--- config.mk ---
export PLATFORM = sky130hd
export DESIGN_NAME = load_store_unit
export DESIGN_NICKNAME = d
export VERILOG_FILES = /design/src/rtl/load_store_unit.sv
export SDC_FILE = /design/constraint.sdc
export NUM_CORES = 1
export LEC_CHECK = 0
export CAP_MARGIN = 10
export CORE_MARGIN = 1
export CORE_UTILIZATION = 47
export DETAILED_ROUTE_END_ITERATION = 7
export GPL_TIMING_DRIVEN = 0
export PLACE_DENSITY = 0.8
export SYNTH_ARGS = -nofsm -noshare
export SYNTH_HDL_FRONTEND = slang
export SYNTH_SLANG_ARGS = --single-unit
export TNS_END_PERCENT = 10
--- constraint.sdc ---
create_clock -name clk -period 8.96 [get_ports clk]
set_input_delay 1.792 -clock clk [delete_from_list [all_inputs] [get_ports clk]]
set_output_delay 1.792 -clock clk [all_outputs]
set_load 0.01 [all_outputs]
--- src/rtl/load_store_unit.sv ---
// load_store_unit: multi-cycle RV32I load/store bus stage; optional misalignment trap via LSU_MISALIGN_CHECK_EN
module load_store_unit #(
  parameter int TIMEOUT = 16,
  parameter int TCW = 5
) (
  input  logic        clk,
  input  logic        rst,
  input  logic        start,
  input  logic [31:0] ir,
  input  logic [31:0] addr,
  input  logic [31:0] st_data,
  output logic        busy,
  output logic        done,
  output logic        err,
  output logic [31:0] ld_word,
  output logic [1:0]  ld_offset,
  output logic [31:0] ld_ir,
  output logic        mem_req,
  output logic        mem_we,
  output logic [31:0] mem_addr,
  output logic [3:0]  mem_be,
  output logic [31:0] mem_wdata,
  input  logic        mem_ready,
  input  logic        mem_rvalid,
  input  logic [31:0] mem_rdata
);
  typedef enum logic [1:0] {IDLE, REQ, RWAIT, DONE} state_t;
  state_t state_q, state_d;
  logic [TCW-1:0] cnt_q, cnt_d;
  logic [31:0] ir_q, ir_d, addr_q, addr_d, sd_q, sd_d;
  logic [31:0] ld_word_d, ld_ir_d;
  logic [1:0] ld_offset_d;
  logic fail, is_mem, mis, tmo, req_d, st_d;
  logic busy_d, done_d, err_d, mem_we_d;
  logic [31:0] mem_addr_d, mem_wdata_d, wd;
  logic [3:0] mem_be_d, be_st;
  logic [2:0] f3;
  logic [1:0] o;
  assign is_mem = ir[6:0] == 7'b0000011 || ir[6:0] == 7'b0100011;
`ifdef LSU_MISALIGN_CHECK_EN
  assign mis = (ir[13:12] == 2'b01 && addr[0]) || (ir[13:12] == 2'b10 && addr[1:0] != 2'b00);
`else
  assign mis = 1'b0;
`endif
  assign tmo = cnt_q == TCW'(TIMEOUT - 1);
  // next-state, operand latching and load-bundle capture
  always_comb begin
    state_d = state_q;
    ir_d = ir_q;
    addr_d = addr_q;
    sd_d = sd_q;
    ld_word_d = ld_word;
    ld_offset_d = ld_offset;
    ld_ir_d = ld_ir;
    fail = 1'b0;
    case (state_q)
      IDLE: if (start) begin
        ir_d = ir;
        addr_d = addr;
        sd_d = st_data;
        state_d = is_mem && !mis ? REQ : DONE;
        fail = is_mem && mis;
      end
      REQ: if (mem_ready) state_d = ir_q[5] ? DONE : RWAIT;
      else if (tmo) begin
        state_d = DONE;
        fail = 1'b1;
      end
      RWAIT: if (mem_rvalid) begin
        ld_word_d = mem_rdata;
        ld_offset_d = addr_q[1:0];
        ld_ir_d = ir_q;
        state_d = DONE;
      end else if (tmo) begin
        state_d = DONE;
        fail = 1'b1;
      end
      default: state_d = IDLE;
    endcase
  end
  // bus outputs and status derived from the next state so they leave the flops cleanly
  always_comb begin
    f3 = ir_d[14:12];
    o = addr_d[1:0];
    be_st = f3 == 3'b000 ? 4'b0001 << o : f3 == 3'b001 ? (o[1] ? 4'b1100 : 4'b0011) : f3 == 3'b010 ? 4'b1111 : 4'b0000;
    wd = f3 == 3'b000 ? {4{sd_d[7:0]}} : f3 == 3'b001 ? {2{sd_d[15:0]}} : sd_d;
    req_d = state_d == REQ;
    st_d = req_d && ir_d[5];
    mem_we_d = st_d;
    mem_addr_d = req_d ? {addr_d[31:2], 2'b00} : 32'h0;
    mem_be_d = st_d ? be_st : 4'b0000;
    mem_wdata_d = st_d ? wd : 32'h0;
    busy_d = state_d != IDLE;
    done_d = state_d == DONE;
    err_d = done_d && fail;
    cnt_d = state_d != state_q ? '0 : (state_q == REQ || state_q == RWAIT) && cnt_q != TCW'(TIMEOUT) ? cnt_q + 1'b1 : cnt_q;
  end
  // all state and registered outputs, cleared immediately by reset
  always_ff @(posedge clk or posedge rst) begin
    if (rst) begin
      state_q <= IDLE;
      cnt_q <= '0;
      ir_q <= '0;
      addr_q <= '0;
      sd_q <= '0;
      ld_word <= '0;
      ld_offset <= '0;
      ld_ir <= '0;
      busy <= 1'b0;
      done <= 1'b0;
      err <= 1'b0;
      mem_req <= 1'b0;
      mem_we <= 1'b0;
      mem_addr <= '0;
      mem_be <= '0;
      mem_wdata <= '0;
    end else begin
      state_q <= state_d;
      cnt_q <= cnt_d;
      ir_q <= ir_d;
      addr_q <= addr_d;
      sd_q <= sd_d;
      ld_word <= ld_word_d;
      ld_offset <= ld_offset_d;
      ld_ir <= ld_ir_d;
      busy <= busy_d;
      done <= done_d;
      err <= err_d;
      mem_req <= req_d;
      mem_we <= mem_we_d;
      mem_addr <= mem_addr_d;
      mem_be <= mem_be_d;
      mem_wdata <= mem_wdata_d;
    end
  end
endmodule

==> run summary <==
status: completed
initial antenna violation count: 3
max-cap violations: 0
Worst Max-Slew Pin Slew: 0.742 ns
cell count after synthesis: 823
simple-gate portion of the synthesized area: 0.172
Clk Latency, worst-skew pair: 0.51 ns
vias per cell: 5.00
DRC viols: 0
CTS tree: yes
total track usage: 0.238
Max Clock Skew: 0.00863 ns
RSZ-0062 raised after global routing: false
Setup TNS: 0 ns
placed cell areas: 12300 sq um
Row Count: 50
nets@finish: 1259
Post-CTS Hold Buffers: 0
Finished Core Util: 0.692
Initial Util: 0.487
ANT nets after route: 0
GR Overflow Total: 0
synth warn: 0
Layout area overhead: 42.1%
HP Class: register to register
die area: 20200 sq um
top cells by area, synth: dfrtp_1, nand2_1, mux2_2
crit start category: input pin
Die Wd: 142 microns
via count: 6979
layout cell share with drive strength beyond 1: 0.115
top cell type by total area after synthesis: dfrtp_1
Worst Setup End Kind: register
largest net degree at the start of global routing: 136
TritonRoute pass-1 iters: 5
Slew headroom: 0.505
post_cts resized: 0
initial drt markers: 329
Reg clk slew, reported paths: 0.06 ns
first-pass GRT wire length: 37400 microns
IO Port Bufs: 268
storage element area: 6010 sq um
Setup WS pre-CTS: 4.81 ns
min Tclk post-route: 3.69 ns
synthesized area: 9240 sq um
Worst EP arrival: 4.10 ns
maximum vdd drop: 0.000197 V
DR WL/cell: 16.9 microns
Ports: 272
Main synth FF type: dfrtp_1
post-CTS setup buffer count: 0
CTS Buf Count: 24
final worst-path cycle share: 0.411
ys async rst share: 1.00
post-route cell area: 13100 sq um
proportion of synthesized area in mux cells: 0.0940
RD Place Congestion: 0.833
DP HPWL: 16700 microns
core area: 19000 sq um
Post-Syn Area per Cell: 11.2 sq um
FMAX: 271 MHz
Synth Area in XOR/XNOR: 0.00284
post-synthesis compound-gate area fraction: 0.0429
post-route setup slack: 5.27 ns
leak pwr: 0.00621 uW
Final Hold Vio Count: 0
largest family of logic cells by synthesized area: simple AND/OR/NAND/NOR gates
Setup-failing EPs final: 0
vias in the first global route: 7211
FILL cells: 1423
area of the multi-input gates: 2970 sq um
number of clock sinks: 240
root buf cell: clkbuf_16
count of cell types in the netlist: 49
WL final: 23600 microns
WP data required: 9.38 ns
Pins Over Slew Limit: 0
crit-path max FO: 10
H-tree depth: 1
number of synthesized register bits: 240
worst setup path category: input pin to register
post-synth top area share: 0.650
sequential share of the synthesized area: 0.650
Cell Pwr Density: 347 nW/um^2
die height: 142 microns
number of synthesized flops with an enable pin: 0
Max clock buf depth: 3
Design Power: 4550 uW
Post-Synth Adder-Cell Area: 0.00948
synthesized netlist by cell type (4+ instances only):
cell,n
nand2_1,281
dfrtp_1,240
mux2_2,66
and2_1,31
nor2_1,25
clkbuf_1,22
nand3_1,22
a21oi_1,20
inv_1,17
buf_2,13
mux2i_1,11
a211oi_1,9
o21ai_0,9
ha_1,7
a21boi_0,4
buf_4,4
worst max-delay path, stage by stage:
cell and delay (ns):
clkdlybuf4s50_1 0.49, nor4_1 0.48, a41o_1 0.30, o2111a_2 0.34
nand2_2 0.14, clkbuf_1 0.30, nor2_1 0.24
metal layers:
metal,vias to the layer above,routed length (microns),global-route usage
li1,3253,-,-
met1,3395,9190,0.291
met2,274,11300,0.397
met3,53,2250,0.0720
met4,4,817,0.0917
met5,-,27,0
registers in the layout, summed over array words and instances, names as in the netlist:
signal	flops
addr_q	32
ir_q	32
ld_ir	32
ld_word	32
mem_wdata	32
sd_q	32
mem_addr	30
cnt_q	5
mem_be	4
ld_offset	2
state_q	2
busy	1
done	1
err	1
mem_req	1
mem_we	1
area by class of cell:
class | count | area share
sequential | 240 | 0.458
multi-input combinational | 524 | 0.226
tap | 260 | 0.0248
timing repair buffer | 269 | 0.207
antenna | 1 | 0.000191
clock buffer | 35 | 0.0528
buffer | 43 | 0.0153
inverter | 17 | 0.00543
clock inverter | 8 | 0.0109
power by group:
group          internal [uW]  leakage (uW)  total, uW  switching, uW
Sequential              1520       0.00307       1700            181
Combinational            867       0.00274       1800            930
Clock                    651      0.000406       1050            401
placed cells by master (no fill, tap or decap), types with 3 or more instances in the layout:
master	n
a211oi_1	9
a21boi_0	4
a21oi_1	20
and2_1	31
and3_1	3
buf_1	3
buf_2	13
buf_4	4
bufinv_16	4
clkbuf_1	29
clkbuf_16	25
clkbuf_8	3
clkdlybuf4s50_1	268
clkinv_2	3
dfrtp_1	240
ha_1	7
inv_1	16
mux2_2	66
mux2i_1	11
nand2_1	281
nand3_1	22
nor2_1	25
o21ai_0	9
xnor2_1	3
metrics by stage:
stage / hold WS [ns] / cells
6_report: 0.462 / 1397
5_1_grt: 0.486 / 1397
4_1_cts: 0.466 / 1396
3_5_place_dp: 0.450 / 1353
3_3_place_gp: 0.446 / 1352
2_1_floorplan: 0.434 / 824
logic make-up (layout without fill, tap and decap cells):
logic type                 after synthesis  in the layout
AOI/OAI and AO/OA                       58             58
xor gates and xnor gates                 3              3
adders and majority gates                7              7
buffers and inverters                   60            372
DFF                                    240            240
muxes                                   78             78
other                                    1              3
and+or+nand+nor                        376            376
path summary, 6_finish.rpt:
check	start	to	slack, ns	depth (start not counted)
worst max-delay path	ir[2]	mem_wdata[14]	5.27	7
worst min-delay path	addr_q[30]	addr_q[30]	0.46	2
worst max register to register	state_q[0]	mem_wdata[14]	6.36	8
worst min register to register	addr_q[30]	addr_q[30]	0.46	2
max in group asynchronous	rst	addr_q[17]	6.07	3
min in group asynchronous	rst	ld_word[12]	1.80	2
(Power assumes the default switching activity.)
